## src/rtl/div_unit_pkg.sv

```systemverilog
// Shared definitions for the EX-stage iterative divider: state codes,
// handshake levels, the 64-bit HI/LO bus type and the two's-complement helper.
package div_unit_pkg;

   typedef enum logic [1:0] {
      DivFree   = 2'b00,
      DivByZero = 2'b01,
      DivOn     = 2'b10,
      DivEnd    = 2'b11
   } div_state_e;

   localparam logic DivResultReady    = 1'b1;
   localparam logic DivResultNotReady = 1'b0;
   localparam logic DivStart          = 1'b1;
   localparam logic DivStop           = 1'b0;

   localparam logic [5:0] DivSteps = 6'd32;

   typedef logic [63:0] DoubleRegBus;

   // Wraps at 32 bits, so neg32(32'h8000_0000) == 32'h8000_0000.
   function automatic logic [31:0] neg32(input logic [31:0] v);
      return ~v + 32'd1;
   endfunction

endpackage

```

## src/rtl/div_unit.sv

```systemverilog
// Radix-2 restoring divider for DIV/DIVU: one quotient bit per clock,
// {remainder, quotient} held on result_o while ready_o is high.
module div_unit
   import div_unit_pkg::*;
(
   input  logic        clk,
   input  logic        rst,
   input  logic        signed_div_i,
   input  logic [31:0] opdata1_i,
   input  logic [31:0] opdata2_i,
   input  logic        start_i,
   input  logic        annul_i,
   output logic [63:0] result_o,
   output logic        ready_o
);

   div_state_e  r_state;
   logic [5:0]  r_cnt;
   logic [64:0] r_work;
   logic [31:0] r_divisor;
   logic        r_neg_quot;
   logic        r_neg_rem;
   DoubleRegBus r_result;
   logic        r_ready;

   logic        w_accept;
   logic [31:0] w_abs_dividend;
   logic [31:0] w_abs_divisor;
   logic [32:0] w_trial;
   logic [31:0] w_quot;
   logic [31:0] w_rem;

   assign w_accept       = (start_i == DivStart) && !annul_i;
   assign w_abs_dividend = (signed_div_i && opdata1_i[31]) ? neg32(opdata1_i) : opdata1_i;
   assign w_abs_divisor  = (signed_div_i && opdata2_i[31]) ? neg32(opdata2_i) : opdata2_i;

   // Magnitudes are treated as unsigned, so the trial subtract is a plain 33-bit borrow test.
   assign w_trial = {1'b0, r_work[63:32]} - {1'b0, r_divisor};
   assign w_quot  = r_neg_quot ? neg32(r_work[31:0])  : r_work[31:0];
   assign w_rem   = r_neg_rem  ? neg32(r_work[64:33]) : r_work[64:33];

   always_ff @(posedge clk) begin
      if (rst) begin
         r_state  <= DivFree;
         r_cnt    <= '0;
         r_ready  <= DivResultNotReady;
         r_result <= '0;
      end else begin
         case (r_state)
            DivFree: begin
               r_ready  <= DivResultNotReady;
               r_result <= '0;
               if (w_accept) begin
                  if (opdata2_i == 32'd0) begin
                     r_state <= DivByZero;
                  end else begin
                     r_state    <= DivOn;
                     r_cnt      <= '0;
                     r_work     <= {32'b0, w_abs_dividend, 1'b0};
                     r_divisor  <= w_abs_divisor;
                     r_neg_quot <= signed_div_i & (opdata1_i[31] ^ opdata2_i[31]);
                     r_neg_rem  <= signed_div_i & opdata1_i[31];
                  end
               end
            end
            DivByZero: begin
               r_state  <= DivEnd;
               r_result <= '0;
               r_ready  <= DivResultReady;
            end
            DivOn: begin
               if (annul_i) begin
                  r_state  <= DivFree;
                  r_ready  <= DivResultNotReady;
                  r_result <= '0;
               end else if (r_cnt != DivSteps) begin
                  if (w_trial[32])
                     r_work <= {r_work[63:0], 1'b0};
                  else
                     r_work <= {w_trial[31:0], r_work[31:0], 1'b1};
                  r_cnt <= r_cnt + 6'd1;
               end else begin
                  r_state  <= DivEnd;
                  r_result <= {w_rem, w_quot};
                  r_ready  <= DivResultReady;
               end
            end
            DivEnd: begin
               // Result is held for as long as EX keeps the request up.
               if (!w_accept) begin
                  r_state  <= DivFree;
                  r_ready  <= DivResultNotReady;
                  r_result <= '0;
               end
            end
            default: r_state <= DivFree;
         endcase
      end
   end

   assign result_o = r_result;
   assign ready_o  = r_ready;

endmodule

```

## config.mk

```make
export PLATFORM = sky130hd
export DESIGN_NAME = div_unit
export DESIGN_NICKNAME = d
export VERILOG_FILES = /design/src/rtl/div_unit_pkg.sv /design/src/rtl/div_unit.sv
export SDC_FILE = /design/constraint.sdc
export NUM_CORES = 1
export LEC_CHECK = 0
export ABC_AREA = 1
export BUFFER_PORTS_ARGS = -buffer_cell sky130_fd_sc_hd__buf_2
export CAP_MARGIN = 20
export CORE_MARGIN = 5
export CORE_UTILIZATION = 30
export DETAILED_ROUTE_END_ITERATION = 10
export HOLD_SLACK_MARGIN = 0.06
export SETUP_SLACK_MARGIN = 0.05
export SLEW_MARGIN = 40
export SYNTH_ARGS = -nofsm -noshare
export SYNTH_HDL_FRONTEND = slang
export SYNTH_SLANG_ARGS = --single-unit
```

## constraint.sdc

```tcl
create_clock -name clk -period 4.7 [get_ports clk]
set_input_delay 0.47 -clock clk [delete_from_list [all_inputs] [get_ports clk]]
set_output_delay 0.47 -clock clk [all_outputs]
set_load 0.02 [all_outputs]
```

==> metrics.txt, run 1 <==
setup tns final 0 ns; fin. max-slew vios 0; startpoint types flip-flop; Worst-path clk slew 0.07 ns; hold path depth 1; RSZ-0062 raised after global routing no; final worst setup slack 1.617 ns; required time of the worst setup path 4.91 ns; number of flops mapped to enable cells by yosys 99; largest net degree at the start of global routing 67; most frequent cells in the layout nand2_1 (568), inv_1 (299), nor2_1 (222), nand3_1 (179), buf_2 (133); crit path capture type flip-flop; Tmin final about 3.1 ns; post-synthesis cell type count 48; kind of critical path flip-flop to flip-flop; max cap viols 0; top_reg_cell synth edfxtp_1; GRT overflow 0; first-pass GRT wire length 62,440 µm; simple logic cell fraction of the synthesized area 35.51%; Synth warnings 0; CTS Root Cell clkbuf_16; H-tree depth 4; Final Hold Viols 0; # hold bufs at CTS 0; NumNets Final 2,176; Fill cells between 4,000 and 5,000; die width ~220 µm; P&R area growth vs syn 13.63%; Slew headroom 49.35%; outcome complete, no violations; most common cell after layout, fill and taps aside nand2_1; gr usage total 16.64%; Routability Congestion 0.9304; XOR/XNOR Fraction of Synth Area under 10%; largest family of logic cells by synthesized area simple AND/OR/NAND/NOR gates; die area between 40,000 and 50,000 µm²; Starting Density 30.44%; initial antenna violation count 5; VDD IR max 0.2846 mV; Syn Area/Cell 6.563 µm²; vias in the first global route ~12,000; pre-CTS WS 1.640 ns; Sink Count about 170; # setup viols final 0; vias per inst 4.716; initial DRC count 873; actual slew at the worst max-slew pin 0.7551 ns; Synth Instances 1,954; synthesized flop and latch total about 170; mux cell area share after synthesis 0%; R2R cell count 12; post-synthesis compound-gate area fraction 10.08%; Post-CTS Resized 0; Clock Tree Buf Depth 2; Synth Area in Adders 4.351%; fraction of registers with async set/reset 0%; sequential element share of the synthesized area about a third; pwr dens approximately 440 nW/µm²; TritonCTS clock tree done; DIE HEIGHT 216.8 µm; Final Skew 0.01134 ns; critical-path maximum fanout 48; Final Cycle Share roughly two thirds; dpl hpwl 32,220 µm; core box area around 42,000 µm²; Port Buffers 133; WL final 39,910 µm; hold crit path type input port to flip-flop; IO Pins 134; CTS Buf Count 17; Pre-antenna DRT Iters 5; post-synth net total 2,067; layout cell share with drive strength beyond 1 11.27%; total power between 6 and 7 mW; max frequency 324.3 MHz; Mapped Area 12,820 µm²; Setup Buffers After CTS 0; later-pin clock latency in the skew report 0.45 ns; DRC violations left 0; Worst EP arrival between 3 and 4 ns; post-route ant nets 0; DR WL/cell 15.24 µm; Layout Utilization between 30 and 40%; Core Rows 75; LEAKAGE 6.944 nW; Vias ~12,000
-- critical path, stage by stage, from the launching register on --
cell	delay (ns)
edfxtp_1	0.46
ha_1	0.25
fa_1	0.44
nor2_1	0.15
o21ai_1	0.08
nand2_2	0.11
nand2_2	0.06
nand2_2	0.09
nand2_2	0.09
nand2_4	0.44
inv_1	0.37
nor2_1	0.20
nor2_1	0.06
-- worst paths after layout --
| kind | start | to | slack (ns) |
|---|---|---|---|
| worst min-delay path | opdata2_i[0] | r_divisor[0] | 0.21 |
| worst max-delay path | r_divisor[0] | r_work[42] | 1.62 |
| worst min register to register | result_o[34] | result_o[34] | 0.46 |
| worst max register to register | r_divisor[0] | r_work[42] | 1.62 |
-- per-layer routing --
metal  share of wire, %  GRT usage, %  up-vias
met2                 41         24.14      312
met3                4.7         2.946       48
met4                2.0         4.728        2
met1                 52         25.23     5520
li1                   -             -     6470
met5              0.050             0        -
-- where the power goes --
part           internal, mW  total (mW)  leakage, nW  switching [mW]
sequential             1.97        2.26         1.51           0.291
clock                 0.746        1.39        0.295           0.646
combinational         0.859        2.78         5.14            1.92
-- sequential cells by signal, summed over array words and instances, names as in the netlist --
register,flops
r_work,65
result_o,64
r_divisor,32
r_cnt,6
r_state,2
r_neg_quot,1
r_neg_rem,1
ready_o,1
-- synth_stat cells, types with 19 or more instances --
cell,count,area share [%]
nand2_1,569,17
inv_1,299,8.8
nor2_1,223,6.5
nand3_1,179,7.0
a21oi_1,119,4.6
edfxtp_1,99,23
o21ai_0,80,3.1
dfxtp_1,73,11
xor2_1,44,3.0
ha_1,43,4.2
nand4_1,30,1.5
clkbuf_1,29,0.85
xnor2_1,19,1.3
-- final cells by class --
cell class	count	area (µm²)	share of cell area (%)
clock inverter	14	120.1	0.8242
antenna	4	10.01	0.06869
tap	539	674.4	4.628
multi-input combinational	1423	6984	47.93
timing repair buffer	142	744.5	5.109
clock buffer	18	450.4	3.091
sequential	172	4434	30.43
inverter	307	1155	7.925
-- kinds of logic (layout without fill, tap and decap cells) --
| group | count (synthesis) | after routing |
|---|---|---|
| AO/OA/AOI/OAI | 242 | 242 |
| XOR/XNOR | 63 | 63 |
| adder cells (fa/ha/maj) | 44 | 44 |
| buffers and inverters | 359 | 481 |
| flip-flops | 172 | 172 |
| other | 0 | 4 |
| AND/OR/NAND/NOR | 1074 | 1074 |
-- through the flow --
stage / hold WS (ns) / area [µm²] / std cells
final: 0.2101 / 14570 / 2619
after global routing: 0.1870 / 14560 / 2615
after CTS: 0.1800 / 14560 / 2615
after detailed placement: 0.4522 / 13990 / 2583
after global placement: 0.4525 / 13960 / 2581
after floorplan: 0.4771 / 12830 / 1954
Power figures use the tool's default switching activity.
==> inputs of run 2 (changes only) <==
- clock period: 4.7 -> 2.6 ns (I/O delays scaled with it)
==> run 2 against run 1 <==
Net effect: fmax up 28%; worst hold slack lost 0.087 ns; clock skew barely moved; worst setup slack lost 1.4 ns; cell count is 1.9% higher; sequential share of layout area is 1.3 points lower; global-route usage up 0.36 points; non-clock buffer count up 50; die area is the same; largest cell class unchanged; largest power group unchanged.
==> metrics.txt, run 2 (same netlist as run 1, synthesis figures left out) <==
Port Buffers 133 (unchanged); Worst-path clk slew 0.08 ns (was 0.07 ns); WL final 40,590 µm (was 39,910 µm); NumNets Final 2,227 (was 2,176); initial DRC count 1,022 (was 873); Pre-antenna DRT Iters 8 (was 5); actual slew at the worst max-slew pin 0.7615 ns (was 0.7551 ns); DR WL/cell 15.21 µm (was 15.24 µm); first-pass GRT wire length 64,520 µm (was 62,440 µm); Final Skew 0.01155 ns (was 0.01134 ns); multi-input logic area 7147 µm² (was 6984 µm²); Routability Congestion 0.9466 (was 0.9304); P&R area growth vs syn 18.72% (was 13.63%); startpoint types flip-flop (unchanged); setup tns final 0 ns (unchanged); worst path cell trace ha_1 > inv_1 > nor3_2 > nand2_1 > nor2_1 > nor2_4 > nand2_8 > clkinvlp_4 > buf_12 > nor2_1 > nor2_1 (was ha_1 > fa_1 > nor2_1 > o21ai_1 > nand2_2 > nand2_2 > nand2_2 > nand2_2 > nand2_4 > inv_1 > nor2_1 > nor2_1); layout cell share with drive strength beyond 1 14.10% (was 11.27%); total power 12.48 mW (was 6.436 mW); hold crit path type input port to flip-flop (unchanged); later-pin clock latency in the skew report 0.45 ns (about the same); Starting Density 30.44% (unchanged); pre-CTS WS 0.05217 ns (was 1.640 ns); IO Pins 134 (unchanged); fin cells 2,669 (was 2,619); critical-path maximum fanout 13 (was 48); dpl hpwl 32,780 µm (was 32,220 µm); placed insts 2,625 (was 2,583); Buf/Inv on CP 3 (was 1); CP max-delay cell edfxtp_1 (unchanged); Fill cells 4,492 (was 4,561); Final Hold Viols 0 (unchanged); # setup viols final 0 (unchanged); Clock Tree Buf Depth 2 (unchanged); most frequent cells in the layout nand2_1 (568), inv_1 (298), nor2_1 (222), nand3_1 (179), buf_2 (133) (was nand2_1 (568), inv_1 (299), nor2_1 (222), nand3_1 (179), buf_2 (133)); CTS Root Cell clkbuf_16 (unchanged); Reg with most FFs r_work (unchanged); Crit path max-delay family simple AND/OR/NAND/NOR gates (unchanged); Final Cycle Share 92.40% (was 65.60%); vias per inst 4.729 (was 4.716); GRT overflow 0 (unchanged); kind of critical path flip-flop to flip-flop (unchanged); FF/Latch Area 4434 µm² (unchanged); Sink Count 172 (unchanged); largest net degree at the start of global routing 66 (was 67); # hold bufs at CTS 0 (unchanged); LEAKAGE 7.220 nW (was 6.944 nW); VDD IR max 0.6215 mV (was 0.2846 mV); max FFs per register 65 (unchanged); die width 216.8 µm (unchanged); Critical Path Most Common Cell nor2_1 (was nand2_2); outcome complete, no violations (unchanged); post-route ant nets 0 (unchanged); RSZ-0062 raised after global routing no (unchanged); pwr dens 819.8 nW/µm² (was 441.6 nW/µm²); Tmin final 2.402 ns (was 3.083 ns); H-tree depth 4 (unchanged); required time of the worst setup path 2.80 ns (was 4.91 ns); Slew headroom 49.18% (was 49.35%); max cap viols 0 (unchanged); gr usage total 17.00% (was 16.64%); Worst EP arrival 2.60 ns (was 3.29 ns); Core Rows 75 (unchanged); die area 46,980 µm² (unchanged); initial antenna violation count 4 (was 5); crit path capture type flip-flop (unchanged); fin. max-slew vios 0 (unchanged); DIE HEIGHT 216.8 µm (unchanged); max frequency 416.3 MHz (was 324.3 MHz); Vias 12,620 (was 12,350); most common cell after layout, fill and taps aside nand2_1 (unchanged); max incr delay on CP 0.48 ns (was 0.46 ns); TritonCTS clock tree done (unchanged); final worst setup slack 0.1977 ns (was 1.617 ns); vias in the first global route 11,850 (was 11,520); CTS Buf Count 17 (unchanged); core box area 42,130 µm² (unchanged); DRC violations left 0 (unchanged)
[run 2: worst paths after layout]
check | from | to | slack [ns] | cells past startpoint
setup / recovery | r_work[63] | r_work[42] | 0.20 | 11
setup reg to reg | r_work[63] | r_work[42] | 0.20 | 11
hold reg to reg | result_o[6] | result_o[6] | 0.46 | 2
hold / removal | opdata2_i[0] | r_divisor[0] | 0.12 | 2
[run 2: report_power, final]
| group | leakage (nW) | internal [mW] | total (mW) | switching, mW |
|---|---|---|---|---|
| sequential | 1.51 | 3.56 | 4.02 | 0.455 |
| combinational | 5.39 | 1.96 | 5.69 | 3.72 |
| clock | 0.318 | 1.60 | 2.78 | 1.17 |
[run 2: cell type report]
class / instances / share of cell area, %
multi-input combinational: 1424 / 46.94
sequential: 172 / 29.12
timing repair buffer: 192 / 7.692
inverter: 307 / 7.593
tap: 539 / 4.429
clock buffer: 20 / 3.147
clock inverter: 12 / 1.027
antenna: 3 / 0.04931
[run 2: worst register-to-register path, cell delays in order, from the launching register on]
cell        delay, ns
edfxtp_1         0.48
ha_1             0.38
inv_1            0.08
nor3_2           0.22
nand2_1          0.13
nor2_1           0.20
nor2_4           0.08
nand2_8          0.14
clkinvlp_4       0.11
buf_12           0.15
nor2_1           0.11
nor2_1           0.06
[run 2: what timing repair did]
item / 4_1_cts / 5_1_grt
pin swaps: 1 / 1
gates cloned: 1 / 0
resized for setup: 1 / 17
setup buffers: 1 / 7
endpoints found under the setup margin: 39 / 27
[run 2: stage by stage]
stage / cell area, µm² / hold slack [ns] / utilization, %
finish: 15230 / 0.1228 / 36.14
detailed placement: 14340 / 0.4522 / 34.04
global route: 15220 / 0.1292 / 36.12
global placement: 14340 / 0.4510 / 34.04
CTS: 15010 / 0.1062 / 35.62
floorplan: 12850 / 0.3589 / -
[run 2: metal layers]
layer	up-vias	track usage (%)	part of all wire, %
li1	6580	-	-
met1	5704	26.22	53
met2	296	24.58	41
met3	39	2.863	5.0
met4	2	4.176	1.8
met5	-	0	0.032
